### src/rtl/picorv32_console_uart.sv
// Console peripheral for the picorv32 native memory bus.
// Byte stores fill a TX FIFO that an 8N1 serializer drains; a status word exposes FIFO/line state.
module picorv32_console_uart #(
    parameter logic [31:0] CONSOLE_ADDR = 32'h1000_0000,
    parameter int unsigned CLK_DIV      = 16,
    parameter int unsigned FIFO_DEPTH   = 16
) (
    input  logic        clk,
    input  logic        resetn,
    input  logic        mem_valid,
    input  logic [31:0] mem_addr,
    input  logic [31:0] mem_wdata,
    input  logic [3:0]  mem_wstrb,
    output logic        mem_ready,
    output logic [31:0] mem_rdata,
    output logic        uart_tx,
    output logic        tx_busy
);
    localparam int unsigned PW = (FIFO_DEPTH > 1) ? $clog2(FIFO_DEPTH) : 1;
    localparam int unsigned LW = $clog2(FIFO_DEPTH + 1);
    localparam int unsigned BW = $clog2(CLK_DIV);

    typedef enum logic [1:0] {IDLE, START, DATA, STOP} tx_state_t;

    tx_state_t       state, state_next;
    logic [7:0]      fifo_mem [FIFO_DEPTH];
    logic [PW-1:0]   wr_ptr, rd_ptr;
    logic [LW-1:0]   level;
    logic [7:0]      shift_reg;
    logic [2:0]      bit_cnt;
    logic [BW-1:0]   baud_cnt;
    logic            fifo_empty, fifo_full;
    logic            hit_data, hit_stat, is_write, accept, push, pop, baud_done;
    logic [31:0]     status_word;
    logic            unused_bits;

    assign unused_bits = ^mem_wdata[31:8];

    assign hit_data   = mem_valid && (mem_addr == CONSOLE_ADDR);
    assign hit_stat   = mem_valid && (mem_addr == CONSOLE_ADDR + 32'd4);
    assign is_write   = |mem_wstrb;
    assign fifo_empty = (level == '0);
    assign fifo_full  = (level == LW'(FIFO_DEPTH));
    // A full FIFO holds off only data writes; reads and status accesses still complete.
    assign accept     = !mem_ready && (hit_stat || (hit_data && (!is_write || !fifo_full)));
    assign push       = accept && hit_data && is_write;
    assign pop        = (state == IDLE) && !fifo_empty;
    assign baud_done  = (baud_cnt == BW'(CLK_DIV - 1));

    always_comb begin
        status_word       = '0;
        status_word[0]    = fifo_empty;
        status_word[1]    = fifo_full;
        status_word[2]    = tx_busy;
        status_word[15:8] = 8'(level);
    end

    always_ff @(posedge clk or negedge resetn) begin
        if (!resetn) begin
            mem_ready <= 1'b0;
            mem_rdata <= '0;
        end else begin
            mem_ready <= accept;
            mem_rdata <= (accept && hit_stat && !is_write) ? status_word : '0;
        end
    end

    always_ff @(posedge clk or negedge resetn) begin
        if (!resetn) begin
            wr_ptr <= '0;
            rd_ptr <= '0;
            level  <= '0;
        end else begin
            if (push)
                wr_ptr <= wr_ptr + PW'(1);
            if (pop)
                rd_ptr <= rd_ptr + PW'(1);
            case ({push, pop})
                2'b10:   level <= level + LW'(1);
                2'b01:   level <= level - LW'(1);
                default: level <= level;
            endcase
        end
    end

    always_ff @(posedge clk) begin
        if (push)
            fifo_mem[wr_ptr] <= mem_wdata[7:0];
    end

    always_ff @(posedge clk or negedge resetn) begin
        if (!resetn) begin
            shift_reg <= '0;
            bit_cnt   <= '0;
            baud_cnt  <= '0;
        end else if (state == IDLE) begin
            if (pop) begin
                shift_reg <= fifo_mem[rd_ptr];
                bit_cnt   <= '0;
                baud_cnt  <= '0;
            end
        end else begin
            baud_cnt <= baud_done ? '0 : baud_cnt + BW'(1);
            if (state == DATA && baud_done) begin
                shift_reg <= shift_reg >> 1;
                bit_cnt   <= bit_cnt + 3'd1;
            end
        end
    end

    always_ff @(posedge clk or negedge resetn) begin
        if (!resetn)
            state <= IDLE;
        else
            state <= state_next;
    end

    always_comb begin
        state_next = state;
        case (state)
            IDLE:    if (pop) state_next = START;
            START:   if (baud_done) state_next = DATA;
            DATA:    if (baud_done && bit_cnt == 3'd7) state_next = STOP;
            STOP:    if (baud_done) state_next = IDLE;
            default: state_next = IDLE;
        endcase
    end

    always_comb begin
        uart_tx = 1'b1;
        tx_busy = (state != IDLE);
        case (state)
            START:   uart_tx = 1'b0;
            DATA:    uart_tx = shift_reg[0];
            default: uart_tx = 1'b1;
        endcase
    end
endmodule

### config.mk
export PLATFORM = sky130hd
export DESIGN_NAME = picorv32_console_uart
export DESIGN_NICKNAME = d
export VERILOG_FILES = /design/src/rtl/picorv32_console_uart.sv
export SDC_FILE = /design/constraint.sdc
export NUM_CORES = 1
export LEC_CHECK = 0
export ABC_AREA = 1
export ABC_CLOCK_PERIOD_IN_PS = 2850
export CORE_MARGIN = 10
export CORE_UTILIZATION = 50
export DETAILED_ROUTE_END_ITERATION = 7
export PLACE_DENSITY = 0.74
export RECOVER_POWER = 25
export SLEW_MARGIN = 15
export SYNTH_ARGS = -nofsm -noshare
export SYNTH_HDL_FRONTEND = slang
export SYNTH_SLANG_ARGS = --single-unit
### constraint.sdc
create_clock -name clk -period 2.85 [get_ports clk]
set_input_delay 0.57 -clock clk [delete_from_list [all_inputs] [get_ports clk]]
set_output_delay 0.57 -clock clk [all_outputs]
set_load 0.1 [all_outputs]
# Word-level counts from Yosys, hierarchy flattened
# Memories as Yosys holds them, arrays and structs flattened.
# Cells that the tools add are included.
totals:
  reg_bits: 44
  latchBits: 0
  mem_bits_rw: 128
  rom_bits: 0
  inputBits: 71
  out_inout_bits: 35
  elab_cells: 74
  n_memories: 1
op_classes:
  addsub: 6
  mul: 0
  n_div: 0
  magnitude_cmp: 0
  n_eq_ne: 14
  shifts: 0
  muxes: 19
  bitwise_logic: 0
  reduce_logical: 25
memory_table:
  columns: ["memory", "depth", "width", "rd", "rd_clocked_by_memory_dff", "wr", "line_no", "text"]
  rows:
  - ["fifo_mem", 16, 8, 1, 0, 1, "26", "logic [7:0] fifo_mem [FIFO_DEPTH];"]
op_table:
  columns: ["op", "n"]
  rows:
  - ["32-bit by 29-bit equality test with 1-bit output (second input constant)", 2]
  - ["8-bit 2-to-1 mux", 3]
  - ["13-bit 2-to-1 mux", 1]
  - ["4-bit by 1-bit adder with 4-bit output (second input constant)", 3]
  - ["4-bit 2-to-1 mux", 3]
  - ["1-bit logical AND", 11]
  - ["5-bit case mux with 2 select lines", 1]
  - ["3-bit 2-to-1 mux", 3]
  - ["2-bit 2-to-1 mux", 4]
  - ["2-bit case mux with 4 select lines", 1]
  - ["2-bit equality test (second input constant)", 3]
  - ["2-bit != test (second input constant)", 3]
  - ["2-bit nonzero test", 3]
  - ["5-bit by 1-bit adder with 5-bit output (second input constant)", 1]
  - ["5-bit equality test (second input constant)", 1]
  - ["5-bit zero test", 1]
  - ["5-bit by 1-bit subtractor with 5-bit output (second input constant)", 1]
  - ["2-bit by 1-bit equality test with 1-bit output (second input constant)", 2]
  - ["4-bit equality test (second input constant)", 1]
  - ["1-bit zero test", 4]
  - ["4-bit AND reduction", 1]
  - ["4-bit OR reduction", 1]
  - ["3-bit by 1-bit adder with 3-bit output (second input constant)", 1]
  - ["3-bit equality test (second input constant)", 1]
  - ["other kinds (6)", 8]

# Logic depth before layout (Yosys ltp)
depth:
  word_depth: 10
  depth_mapped: 19
  mapped_depth_nobuf: 19

# Worst setup path before layout
# OpenSTA, ideal clock, no wires.
synth_timing:
  path_type: "flip-flop to flip-flop"
  startpoint: "register mem_ready"
  endpoint: "register level[4]"
  setup_ns: 0.065
  arrival_time_ns: 2.695
  required_time_ns: 2.785
  slack_ns: 0.090
  path_stages_with_launch: 15
  n_path_buf: 0
  period_less_slack_ns: 2.760
  path_cell_list: "dfrtp_1 > inv_1 > nand3_1 > nand2_4 > nand2_4 > ha_1 > xor2_1 > ha_1 > a21o_1 > nand2_1 > nand2_1 > a21oi_1 > xor2_1 > nand2_1 > nand2_1"
synth_between:
  elab_chain_cells: 6
  elab_cells_between_ends: 8
  cone_classes: "eq/ne (2); mux (1); reduce/logical (5)"
synth_lines:
  columns: ["element", "line_no", "text"]
  rows:
  - ["start, declared", "14", "output logic mem_ready,"]
  - ["start signal, assigned", "63", "mem_ready <= accept;"]
  - ["1-bit zero test (*)", "45", "assign accept = !mem_ready && (hit_stat || (hit_data && (!is_write || !fifo_full)));"]
  - ["1-bit logical AND (*)", "45", null]
  - ["via accept", "33", "logic hit_data, hit_stat, is_write, accept, push, pop, baud_done;"]
  - ["1-bit logical AND (*) (2 in series)", "46", "assign push = accept && hit_data && is_write;"]
  - ["2-bit by 1-bit equality test with 1-bit output / 2-bit equality test (equally long branches)", "78", "case ({push, pop})"]
  - ["5-bit case mux with 2 select lines / 2-bit nonzero test (equally long branches)", null, null]
  - ["end signal, assigned", "79", "2'b10: level <= level + LW'(1);"]
  - ["end signal, assigned", "80", "2'b01: level <= level - LW'(1);"]
  - ["end signal, assigned", "81", "default: level <= level;"]
  - ["end, declared", "28", "logic [LW-1:0] level;"]
# The timed path passes the listed nets; every way through them passes the cells marked *.
# A chain may end at the register's enable or synchronous reset.

# Worst setup path after layout
layout_timing:
  startpoint: "input mem_addr[7]"
  endpoint: "register level[4]"
layout_between:
  elab_chain_cells: 9
  elab_cells_between_ends: 13
  cone_classes: "eq/ne (4); mux (1); reduce/logical (8)"
layout_lines:
  columns: ["element", "line_no", "text"]
  rows:
  - ["start, declared", "11", "input logic [31:0] mem_addr,"]
  - ["32-bit by 29-bit equality test with 1-bit output", "39", "assign hit_data = mem_valid && (mem_addr == CONSOLE_ADDR);"]
  - ["1-bit logical AND", "39", null]
  - ["1-bit logical AND", "45", null]
  - ["1-bit logical OR (*)", "45", null]
  - ["1-bit logical AND (*)", "45", null]
  - ["via accept", "33", null]
  - ["1-bit logical AND (*) (2 in series)", "46", null]
  - ["2-bit by 1-bit equality test with 1-bit output / 2-bit equality test (equally long branches)", "78", null]
  - ["5-bit case mux with 2 select lines / 2-bit nonzero test (equally long branches)", null, null]
# Marks and branches as above.

==> reports/metrics.yaml <==
clkLatencyLatePin_ns: 0.43
start_kind: "primary input"
fillCellCount: 1075
vias: 5355
hold_path_class: "reg -> reg"
route.detailed.drc: 0
syn_area_per_cell_um2: 10.69
cts_hold_buf: 0
busiest_layer: "met2"
grt-ovfl-total: 0
power_density_nw_per_um2: 556.3
post-synth-top-area-fraction: 0.5066
drtPass1Iterations: 5
grt_max_degree: 79
via_per_inst: 5.382
cp.required_ns: 3.22
combPwrFrac: 0.053
synthCells: 710
crit_type: "in -> reg"
intPower_mw: 3.847
clock_skew_ns: 0.01168
design.core.area_um2: 14700
setup_tns_ns: 0
antenna_left: 0
clkSinkCount: 167
ys_types: 34
swShare: 0.2429
fmax_ghz: 0.3601
seqPwrFrac: 0.516
stdcell_area_um2: 9135
status: "finished with violations"
p_sw_mw: 1.234
clock_power_share: 0.431
die-area_um2: 20500
vdd_drop_max_uv: 398.6
hp-start: "bit_cnt[0]"
dp_hpwl_um: 11420
wl_um: 17270
violations: "capacitance limit, slew limit"
met2_usage: 0.3023
cts-htree-levels: 4
r2r-start: "level[1]"
drv_slew: 40
netlist_area_um2: 7587
cts_tree: "yes"
antenna_cells: 0
ys_seq_elements: 167
cts_root_buf: "clkbuf_16"
grt_pass1_wl_um: 27060
die_w_um: 143.2
initial_core_util: 0.5162
ys_seq_area_frac: 0.6352
wl_per_cell_um: 17.36
setup_ws_ns: 0.07313
rows: 44
hold_viol_final: 0
max-cap-violations: 1
synth_top_area_cell: "edfxtp_1"
cp-end-kind: "flip-flop"
setup_viol: 0
yosysWarnings: 0
globalplace.congestion: 0.8247
grt_use_total: 0.1711
ioPinCount: 106
drive_above_1_share: 0.1406
port_buffers: 57
fp.dieH_um: 143.2
first_global_vias: 5324
finalCritPeriodShare: 0.9743
worst_pin_slew_ns: 2.094
gr-usage-met1: 0.1940
fin_crit_ns: 2.777
area_growth_pct: 20.40
clk_pin_slew_worst_paths_ns: 0.07
antenna_found_initial: 0
worst-path-max-fanout: 4
fin_nets: 885
cts_buffer_depth: 2
place_ws_ns: -0.3928
cts_buffers: 17
relSlewSlack: -0.3962
drt_iter0_drc: 494
leakagePower_nw: 3.750
met3_usage: 0.03814
synth_area_leaders: "edfxtp_1, dfrtp_1, nor2_1, nand2_1, o21ai_0"
worstSetupStartpoint: "mem_addr[7]"
largest_register_ffs: 128
placed_area_um2: 8391
cp.arrival_ns: 3.14
==> critical path, stage by stage <==
cell	delay, ns
clkdlybuf4s50_1	0.44
nor2_2	0.13
nand2_1	0.07
nor2_2	0.10
nand2_2	0.08
nor2_4	0.19
nand3_2	0.12
nand2_4	0.11
nand2_4	0.06
ha_4	0.17
xor2_2	0.16
ha_2	0.19
a21o_1	0.16
nand2_1	0.08
nand2_1	0.07
a21oi_2	0.14
xor2_1	0.15
nand2_1	0.07
nand2_1	0.07
==> repair_timing <==
action / 4_1_cts / 5_1_grt
setup endpoints to repair: 0 / 3
buffers inserted: 0 / 6
resized for setup: 0 / 41
hold endpoints to repair: 0 / 0
==> power groups by stage <==
stage	Clock, mW	Sequential (mW)	Combinational, mW
6_report	2.19	2.62	0.267
4_1_cts	2.21	2.62	0.266
3_3_place_gp	0	2.67	0.259
2_1_floorplan	0	2.67	0.179
5_1_grt	2.32	2.62	0.279
3_5_place_dp	0	2.67	0.265
==> cell families (layout without fill, tap and decap cells) <==
kind of cell,count (synthesis),count (layout),synth area share
AO/OA/AOI/OAI,122,122,0.09202
XOR/XNOR,13,13,0.01501
adder cells (fa/ha/maj),16,16,0.02638
buffers and inverters,97,175,0.06283
flip-flops,167,167,0.6352
other,1,24,0.0004942
AND/OR/NAND/NOR,294,294,0.1680
==> layer usage <==
metal / vias up / share of wire / wire [µm]
met5: - / 0 / 0
met4: 0 / 0.029 / 500
met3: 41 / 0.072 / 1237
met2: 204 / 0.52 / 8902
met1: 2552 / 0.38 / 6629
li1: 2558 / - / -
==> stage by stage <==
stage / util / hold WS [ns] / power, mW / std cells
6_report: 0.6215 / 0.4734 / 5.082 / 995
2_1_floorplan: - / 0.2744 / 2.853 / 733
4_1_cts: 0.6104 / 0.2791 / 5.099 / 989
3_3_place_gp: 0.5708 / 0.4622 / 2.934 / 957
3_5_place_dp: 0.5708 / 0.4670 / 2.940 / 957
5_1_grt: 0.6215 / 0.5220 / 5.222 / 995
==> cell usage after synthesis (all sizes together) <==
cell type	n
a21o	1
clkbuf	11
nand3	45
o22ai	2
xnor2	4
ha	16
or2	1
o21ai	70
conb	1
clkinv	2
a21oi	17
nand4	3
o211ai	30
xor2	9
edfxtp	128
nand2	94
nor2	148
inv	45
nor3	3
a22o	2
buf	39
dfrtp	39
==> area by class of cell <==
type / count / area (µm²) / share of cell area
clock inverter: 15 / 156.4 / 0.01712
sequential: 167 / 4821 / 0.5277
clock buffer: 17 / 425.4 / 0.04657
inverter: 47 / 176.4 / 0.01931
timing repair buffer: 96 / 887.1 / 0.09711
multi-input combinational: 469 / 2439 / 0.2669
tap: 184 / 230.2 / 0.02520
==> worst paths after layout <==
kind                            cells past startpoint  slack (ns)    endpoint
worst max-delay path                               19        0.07    level[4]
max in group asynchronous                           1        0.76   rd_ptr[0]
worst min register to register                      1        0.47  bit_cnt[0]
worst max register to register                     16        0.28    level[4]
worst min-delay path                                1        0.47  bit_cnt[0]
min in group asynchronous                           1        0.74    level[2]
==> placed cells by master (no fill, tap or decap), types with 9 or more instances in the layout <==
| master | count |
|---|---|
| dfrtp_1 | 38 |
| a21oi_1 | 16 |
| inv_1 | 41 |
| edfxtp_1 | 128 |
| nor2_1 | 137 |
| o21ai_0 | 63 |
| nand2_1 | 90 |
| nand3_1 | 39 |
| o211ai_1 | 30 |
| ha_1 | 14 |
| nor2_2 | 9 |
| dlymetal6s2s_1 | 23 |
| conb_1 | 24 |
| clkbuf_16 | 17 |
| clkdlybuf4s50_1 | 17 |
| buf_4 | 50 |
Power figures use the tool's default switching activity.
